--- config.mk ---
export PLATFORM = sky130hd
export DESIGN_NAME = fetch_decode
export DESIGN_NICKNAME = d
export VERILOG_FILES = /design/src/rtl/rv32_pkg.sv /design/src/rtl/rv32_decoder.sv /design/src/rtl/fetch_decode.sv
export SDC_FILE = /design/constraint.sdc
export NUM_CORES = 1
export LEC_CHECK = 0
export ABC_AREA = 1
export CAP_MARGIN = 20
export CORE_MARGIN = 2
export CORE_UTILIZATION = 27
export DETAILED_ROUTE_END_ITERATION = 8
export PLACE_DENSITY_LB_ADDON = 0.2
export SLEW_MARGIN = 5
export SYNTH_ARGS = -nofsm -noshare
export SYNTH_HDL_FRONTEND = slang
export SYNTH_HIERARCHICAL = 1
export SYNTH_SLANG_ARGS = --single-unit
export TNS_END_PERCENT = 1
--- constraint.sdc ---
create_clock -name stage_clk -period 2 [get_ports stage_clk]
set_input_delay 0.3 -clock stage_clk [delete_from_list [all_inputs] [get_ports stage_clk]]
set_output_delay 0.3 -clock stage_clk [all_outputs]
set_load 0.05 [all_outputs]
--- src/rtl/rv32_pkg.sv ---
// Shared RV32I front-end definitions: opcodes, op_class codes, decoded bundle and FSM states.
// Imported by the fetch/decode stage and its combinational decoder.
package rv32_pkg;

    localparam logic [6:0] OPC_LUI    = 7'b0110111;
    localparam logic [6:0] OPC_AUIPC  = 7'b0010111;
    localparam logic [6:0] OPC_JAL    = 7'b1101111;
    localparam logic [6:0] OPC_JALR   = 7'b1100111;
    localparam logic [6:0] OPC_BRANCH = 7'b1100011;
    localparam logic [6:0] OPC_LOAD   = 7'b0000011;
    localparam logic [6:0] OPC_STORE  = 7'b0100011;
    localparam logic [6:0] OPC_OP_IMM = 7'b0010011;
    localparam logic [6:0] OPC_OP     = 7'b0110011;
    localparam logic [6:0] OPC_SYSTEM = 7'b1110011;

    localparam logic [31:0] NOP_INSTR       = 32'h0000_0013;
    localparam logic [31:0] PC_STEP_DEFAULT = 32'd4;

    typedef enum logic [3:0] {
        CLS_LUI    = 4'd0,
        CLS_AUIPC  = 4'd1,
        CLS_JAL    = 4'd2,
        CLS_JALR   = 4'd3,
        CLS_BRANCH = 4'd4,
        CLS_LOAD   = 4'd5,
        CLS_STORE  = 4'd6,
        CLS_OP_IMM = 4'd7,
        CLS_OP     = 4'd8,
        CLS_SYSTEM = 4'd9,
        CLS_NONE   = 4'd15
    } op_class_t;

    typedef enum logic [1:0] {
        ST_FETCH = 2'd0,
        ST_WAIT  = 2'd1,
        ST_ISSUE = 2'd2,
        ST_HALT  = 2'd3
    } fd_state_t;

    typedef struct packed {
        logic [4:0]  rs1;
        logic [4:0]  rs2;
        logic [4:0]  rd;
        logic [31:0] imm;
        op_class_t   op_class;
        logic [2:0]  funct3;
        logic        funct7b5;
        logic        illegal;
    } dec_t;

endpackage

--- src/rtl/rv32_decoder.sv ---
// Combinational RV32I decode of an instruction word into register indices, immediate and class.
// Zero latency; no handshake.
module rv32_decoder
    import rv32_pkg::*;
(
    input  logic [31:0] i_ir,
    output dec_t        o_dec
);

    logic [31:0] w_imm_i;
    logic [31:0] w_imm_s;
    logic [31:0] w_imm_b;
    logic [31:0] w_imm_u;
    logic [31:0] w_imm_j;

    assign w_imm_i = {{20{i_ir[31]}}, i_ir[31:20]};
    assign w_imm_s = {{20{i_ir[31]}}, i_ir[31:25], i_ir[11:7]};
    assign w_imm_b = {{19{i_ir[31]}}, i_ir[31], i_ir[7], i_ir[30:25], i_ir[11:8], 1'b0};
    assign w_imm_u = {i_ir[31:12], 12'b0};
    assign w_imm_j = {{11{i_ir[31]}}, i_ir[31], i_ir[19:12], i_ir[20], i_ir[30:21], 1'b0};

    always_comb begin
        o_dec          = '0;
        o_dec.rs1      = i_ir[19:15];
        o_dec.rs2      = i_ir[24:20];
        o_dec.rd       = i_ir[11:7];
        o_dec.funct3   = i_ir[14:12];
        o_dec.funct7b5 = i_ir[30];
        o_dec.op_class = CLS_NONE;
        o_dec.illegal  = 1'b0;
        case (i_ir[6:0])
            OPC_LUI, OPC_AUIPC: begin
                o_dec.op_class = (i_ir[6:0] == OPC_LUI) ? CLS_LUI : CLS_AUIPC;
                o_dec.rs1      = 5'd0;
                o_dec.rs2      = 5'd0;
                o_dec.imm      = w_imm_u;
            end
            OPC_JAL: begin
                o_dec.op_class = CLS_JAL;
                o_dec.rs1      = 5'd0;
                o_dec.rs2      = 5'd0;
                o_dec.imm      = w_imm_j;
            end
            OPC_JALR, OPC_LOAD, OPC_OP_IMM, OPC_SYSTEM: begin
                case (i_ir[6:0])
                    OPC_JALR:   o_dec.op_class = CLS_JALR;
                    OPC_LOAD:   o_dec.op_class = CLS_LOAD;
                    OPC_OP_IMM: o_dec.op_class = CLS_OP_IMM;
                    default:    o_dec.op_class = CLS_SYSTEM;
                endcase
                o_dec.rs2 = 5'd0;
                o_dec.imm = w_imm_i;
            end
            OPC_BRANCH: begin
                o_dec.op_class = CLS_BRANCH;
                o_dec.rd       = 5'd0;
                o_dec.imm      = w_imm_b;
            end
            OPC_STORE: begin
                o_dec.op_class = CLS_STORE;
                o_dec.rd       = 5'd0;
                o_dec.imm      = w_imm_s;
            end
            OPC_OP: begin
                o_dec.op_class = CLS_OP;
            end
            default: begin
                o_dec.illegal = 1'b1;
            end
        endcase
        // Compressed-space words (low bits != 11) never match a listed opcode, so they land here too.
        if (o_dec.illegal) begin
            o_dec.rs1 = 5'd0;
            o_dec.rs2 = 5'd0;
            o_dec.rd  = 5'd0;
            o_dec.imm = '0;
        end
    end

endmodule

--- src/rtl/fetch_decode.sv ---
// RV32I front end: owns the PC, fetches over imem req/ack, issues the decoded IR under valid/ready.
// Fetch-to-issue is 3 cycles minimum; the bundle holds until dec_ready, redirects override everything.
module fetch_decode
    import rv32_pkg::*;
#(
    parameter logic [31:0] RESET_PC = 32'h0000_0000,
    parameter logic [31:0] PC_STEP  = PC_STEP_DEFAULT
) (
    input  logic        stage_clk,
    input  logic        reset_n,
    output logic        imem_req,
    output logic [31:0] imem_addr,
    input  logic        imem_ack,
    input  logic [31:0] imem_rdata,
    input  logic        redirect_valid,
    input  logic [31:0] redirect_pc,
    output logic        dec_valid,
    input  logic        dec_ready,
    output logic [31:0] pc,
    output logic [4:0]  rs1,
    output logic [4:0]  rs2,
    output logic [4:0]  rd,
    output logic [31:0] imm,
    output logic [3:0]  op_class,
    output logic [2:0]  funct3,
    output logic        funct7b5,
    output logic        illegal
);

    fd_state_t   r_state, w_state_nxt;
    logic [31:0] r_pc, w_pc_nxt;
    logic [31:0] r_ir, w_ir_nxt;
    logic [31:0] r_addr, w_addr_nxt;
    logic        r_req, w_req_nxt;
    logic        r_flush, w_flush_nxt;
    logic [31:0] w_redir_pc;
    dec_t        w_dec;

    assign w_redir_pc = redirect_pc & ~32'h3;

    rv32_decoder u_dec (
        .i_ir  (r_ir),
        .o_dec (w_dec)
    );

    always_ff @(posedge stage_clk or negedge reset_n) begin
        if (!reset_n) begin
            r_state <= ST_FETCH;
            r_pc    <= RESET_PC;
            r_ir    <= NOP_INSTR;
            r_addr  <= RESET_PC;
            r_req   <= 1'b0;
            r_flush <= 1'b0;
        end else begin
            r_state <= w_state_nxt;
            r_pc    <= w_pc_nxt;
            r_ir    <= w_ir_nxt;
            r_addr  <= w_addr_nxt;
            r_req   <= w_req_nxt;
            r_flush <= w_flush_nxt;
        end
    end

    always_comb begin
        w_state_nxt = r_state;
        w_pc_nxt    = r_pc;
        w_ir_nxt    = r_ir;
        w_addr_nxt  = r_addr;
        w_req_nxt   = r_req;
        w_flush_nxt = r_flush;
        case (r_state)
            ST_FETCH: begin
                if (redirect_valid) begin
                    w_pc_nxt = w_redir_pc;
                end else begin
                    w_req_nxt   = 1'b1;
                    w_addr_nxt  = r_pc;
                    w_state_nxt = ST_WAIT;
                end
            end
            ST_WAIT: begin
                if (imem_ack) begin
                    w_req_nxt   = 1'b0;
                    w_flush_nxt = 1'b0;
                    if (redirect_valid) begin
                        w_pc_nxt    = w_redir_pc;
                        w_state_nxt = ST_FETCH;
                    end else if (r_flush) begin
                        w_state_nxt = ST_FETCH;
                    end else begin
                        w_ir_nxt    = imem_rdata;
                        w_state_nxt = ST_ISSUE;
                    end
                end else if (redirect_valid) begin
                    // The outstanding request must still complete; its word is dropped on ack.
                    w_pc_nxt    = w_redir_pc;
                    w_flush_nxt = 1'b1;
                end
            end
            ST_ISSUE: begin
                if (redirect_valid) begin
                    w_pc_nxt    = w_redir_pc;
                    w_state_nxt = ST_FETCH;
                end else if (dec_ready) begin
                    w_pc_nxt    = r_pc + PC_STEP;
                    w_state_nxt = w_dec.illegal ? ST_HALT : ST_FETCH;
                end
            end
            default: begin
                if (redirect_valid) begin
                    w_pc_nxt    = w_redir_pc;
                    w_state_nxt = ST_FETCH;
                end
            end
        endcase
    end

    assign imem_req  = r_req;
    assign imem_addr = r_addr;
    assign dec_valid = (r_state == ST_ISSUE);
    assign pc        = r_pc;
    assign rs1       = w_dec.rs1;
    assign rs2       = w_dec.rs2;
    assign rd        = w_dec.rd;
    assign imm       = w_dec.imm;
    assign op_class  = w_dec.op_class;
    assign funct3    = w_dec.funct3;
    assign funct7b5  = w_dec.funct7b5;
    assign illegal   = w_dec.illegal;

endmodule

==> impl_metrics.yaml <==
outcome:
  status: "finished, violations left"
  violations: "setup timing"
clock_tree:
  clock_path_buffers: 2
  numCtsBuffers: 9
  ctsHtreeMaxLevel: 3
  clock_latency_on_the_worst_skew_pair_ps: 360
  tritoncts_clock_tree: "done"
  sink_count_of_the_clock_tree: 96
  cts.root.buffer_cell: "sky130_fd_sc_hd__clkbuf_16"
  clkSlewWorstSetupHoldPaths_ps: 70
run:
  max_cap_viols: 0
yosys:
  syn_area_um2: 5740
  synth_edf_count: 0
  synthesis.instances: 783
  yosys_warnings: 6
  synth_largest_type_area_fraction: 0.406
  synthesis.area_per_instance_um2: 7.33
  ys.flop_type: "sky130_fd_sc_hd__dfrtp_1"
  yosysUniqueCellTypes: 34
  seq_area_frac_synth: 0.419
  yosys.area.top_type: "sky130_fd_sc_hd__dfrtp_1"
  ys_seq_elements: 96
  synth.area.top_cells: "sky130_fd_sc_hd__dfrtp_1 (41%), sky130_fd_sc_hd__nand2_1 (18%), sky130_fd_sc_hd__nor2_1 (6.1%), sky130_fd_sc_hd__mux2_1 (5.9%), sky130_fd_sc_hd__o21ai_0 (4.4%)"
  asyncSetResetFlopFracSynth: 1.00
placement:
  gp_routability_congestion: 0.938
  post-place-cells: 1249
  dp_hpwl_mm: 15.0
  pre_cts_ws_ps: 20.8
  io_buffer_count: 184
  detailed_place.area_um2: 8440
critical_path:
  crit_path_max_fanout: 6
  setup.worst_path.end_class: "output port"
  start_kind: "flip-flop"
  required_time_of_the_critical_path_ps: 1700
  worstSetupPathType: "reg2out"
  worst_ep_arrival_time_ps: 1980
sta:
  max_freq_mhz: 439
  max-slew-margin-rel: 0.623
  fin_hold_ws_ps: 429
  timing_worst_slew_pin_value_ps: 564
  timing_max_transition_violations_final: 0
  final_critical_path_setup_slack_ps: -280
  final.setup_skew_ps: 7.66
  setup_total_negative_slack_ps: -11830
  setup_violations: 52
  fin_crit_sh: 1.14
  fin_crit_ps: 2280
  unrepaired_setup_endpoints_after_global_routing: "true"
  fin_hold_viols: 0
finish:
  final_nets: 1060
  instances_no_fill: 1269
  fillers: 2167
  ratio_of_cells_with_drive_above_1_in_the_final_layout: 0.216
  post_layout_utilization_of_the_core: 0.427
  final_cell_area_um2: 8960
  areaGrowthSynthToFinish_pct: 56.1
  antenna_cells_inserted: 0
grt:
  grtUsageTotal: 0.176
  grt.overflow.total: 0
  grt_pass1_wl_mm: 30.3
  grt_start_max_net_pins: 41
  number_of_antenna_violations_at_the_first_check_in_global_routing: 0
  grt_pass1_vias: 5509
floorplan:
  start_util: 0.274
  rows: 53
  die_height_um: 150
  die_width_um: 150
  core_um2: 21000
  die_area_um2: 22400
  ios: 191
pwr:
  worst_ir_drop_vdd_uv: 822
  power_leakage_nw: 4.23
  power_density_nw_per_um2: 1380
  totalPowerFinal_mw: 12.4
detailed_routing:
  detail_route.wirelength_mm: 19.4
  detail_route.vias_per_cell: 4.47
  drc_errors: 0
  dr.pass1.iters: 5
  wire_per_inst_um: 15.3
  antenna_violating_nets_post_route: 0
  num_vias: 5678
  drt_iter0_drc: 237
hold_path:
  holdCritPathClass: "in2async"
-- final cells by class --
type                       count  area (um2)  share of cell area
multi-input combinational    587        2990               0.334
timing repair buffer         224        2650               0.296
sequential                    96        2410               0.269
tap                          275         344              0.0384
inverter                      72         273              0.0305
clock buffer                  11         243              0.0271
clock inverter                 4        55.1             0.00615
-- where the power goes --
group / switching [mW] / internal, mW / total (mW)
Clock: 0.810 / 1.00 / 1.81
Combinational: 4.45 / 2.59 / 7.04
Sequential: 0.790 / 2.75 / 3.54
Total: 6.05 / 6.34 / 12.4
-- critical path, stage by stage, from the launching register on --
cell and delay [ps]:
sky130_fd_sc_hd__dfstp_2 560, sky130_fd_sc_hd__nand2_4 100, sky130_fd_sc_hd__inv_4 80, sky130_fd_sc_hd__nand3_1 150, sky130_fd_sc_hd__nand2_2 130, sky130_fd_sc_hd__nor2_4 50
sky130_fd_sc_hd__nand2_2 80, sky130_fd_sc_hd__inv_1 150, sky130_fd_sc_hd__nor2_2 170, sky130_fd_sc_hd__buf_12 150
-- placed cells by master (no fill, tap or decap), types with 2 or more instances in the layout --
master                            instances
sky130_fd_sc_hd__a21oi_1                 16
sky130_fd_sc_hd__buf_12                  50
sky130_fd_sc_hd__buf_4                   48
sky130_fd_sc_hd__buf_6                   10
sky130_fd_sc_hd__clkbuf_16                9
sky130_fd_sc_hd__clkdlybuf4s50_1        106
sky130_fd_sc_hd__clkinv_4                 2
sky130_fd_sc_hd__conb_1                   4
sky130_fd_sc_hd__dfrtp_1                 93
sky130_fd_sc_hd__dfstp_2                  3
sky130_fd_sc_hd__dlygate4sd2_1            3
sky130_fd_sc_hd__dlymetal6s2s_1           5
sky130_fd_sc_hd__inv_1                   61
sky130_fd_sc_hd__inv_2                   10
sky130_fd_sc_hd__mux2_1                  30
sky130_fd_sc_hd__mux2_2                   5
sky130_fd_sc_hd__nand2_1                261
sky130_fd_sc_hd__nand2_2                 27
sky130_fd_sc_hd__nand2_4                  4
sky130_fd_sc_hd__nand3_1                 43
sky130_fd_sc_hd__nand3b_1                 2
sky130_fd_sc_hd__nand4_1                  3
sky130_fd_sc_hd__nor2_1                  84
sky130_fd_sc_hd__nor2_2                  14
sky130_fd_sc_hd__nor2_4                  16
sky130_fd_sc_hd__nor3_1                   2
sky130_fd_sc_hd__o21ai_0                 47
sky130_fd_sc_hd__o21ai_1                  6
sky130_fd_sc_hd__o22ai_1                  7
sky130_fd_sc_hd__or2_2                    8
-- synthesized netlist by cell type (3+ instances only) --
library cell               count
sky130_fd_sc_hd__a21oi_1      16
sky130_fd_sc_hd__buf_2        13
sky130_fd_sc_hd__buf_4         8
sky130_fd_sc_hd__buf_6         4
sky130_fd_sc_hd__clkbuf_1      5
sky130_fd_sc_hd__dfrtp_1      93
sky130_fd_sc_hd__dfstp_2       3
sky130_fd_sc_hd__inv_1        63
sky130_fd_sc_hd__inv_2         9
sky130_fd_sc_hd__mux2_1       30
sky130_fd_sc_hd__mux2_2        5
sky130_fd_sc_hd__nand2_1     270
sky130_fd_sc_hd__nand2_2      22
sky130_fd_sc_hd__nand3_1      43
sky130_fd_sc_hd__nand4_1       3
sky130_fd_sc_hd__nor2_1       94
sky130_fd_sc_hd__nor2_2       13
sky130_fd_sc_hd__nor2_4        7
sky130_fd_sc_hd__o21ai_0      50
sky130_fd_sc_hd__o21ai_1       3
sky130_fd_sc_hd__o22ai_1       7
sky130_fd_sc_hd__or2_2         8
-- kinds of logic (layout without fill, tap and decap cells) --
kind of cell               after synthesis  count (layout)  synth area share
xor gates and xnor gates                 2               2           0.00305
DFF                                     96              96             0.419
AOI/OAI and AO/OA                       79              79            0.0748
adders and majority gates                1               1           0.00218
buffers and inverters                  103             311            0.0826
other                                    1               4          0.000654
and+or+nand+nor                        466             466             0.349
muxes                                   35              35            0.0687
-- registers in the layout, summed over array words and instances (netlist names) --
| signal | count |
|---|---|
| imem_addr | 30 |
| r_state | 2 |
| imem_req | 1 |
| r_ir | 32 |
| pc | 30 |
| r_flush | 1 |
-- routing by layer --
metal	wire (um)	GRT usage	vias up
li1	-	-	2870
met1	8840	0.234	2613
met2	8950	0.287	174
met3	1270	0.0363	21
met4	335	0.0528	0
met5	0	0	-
-- worst paths after layout --
path	startpoint	to	slack [ps]	cells past startpoint
min in group stage_clk	imem_addr[5]	imem_addr[5]	490	2
hold reg to reg	imem_addr[5]	imem_addr[5]	490	2
setup reg to reg	r_ir[4]	r_state[0]	100	12
setup / recovery	r_ir[1]	imm[9]	-280	9
max in group asynchronous	reset_n	pc[17]	960	3
hold / removal	reset_n	r_ir[11]	430	2
-- repair_timing --
| action | 4_1_cts | 5_1_grt |
|---|---|---|
| resized for setup | 37 | 20 |
| hold buffers | 1 | 0 |
| pin swaps | 4 | 1 |
| endpoints found under the hold margin | 25 | 0 |
| setup buffers | 4 | 0 |
| endpoints found under the setup margin | 55 | 59 |
Note: power is estimated with default switching activity, not from simulation.
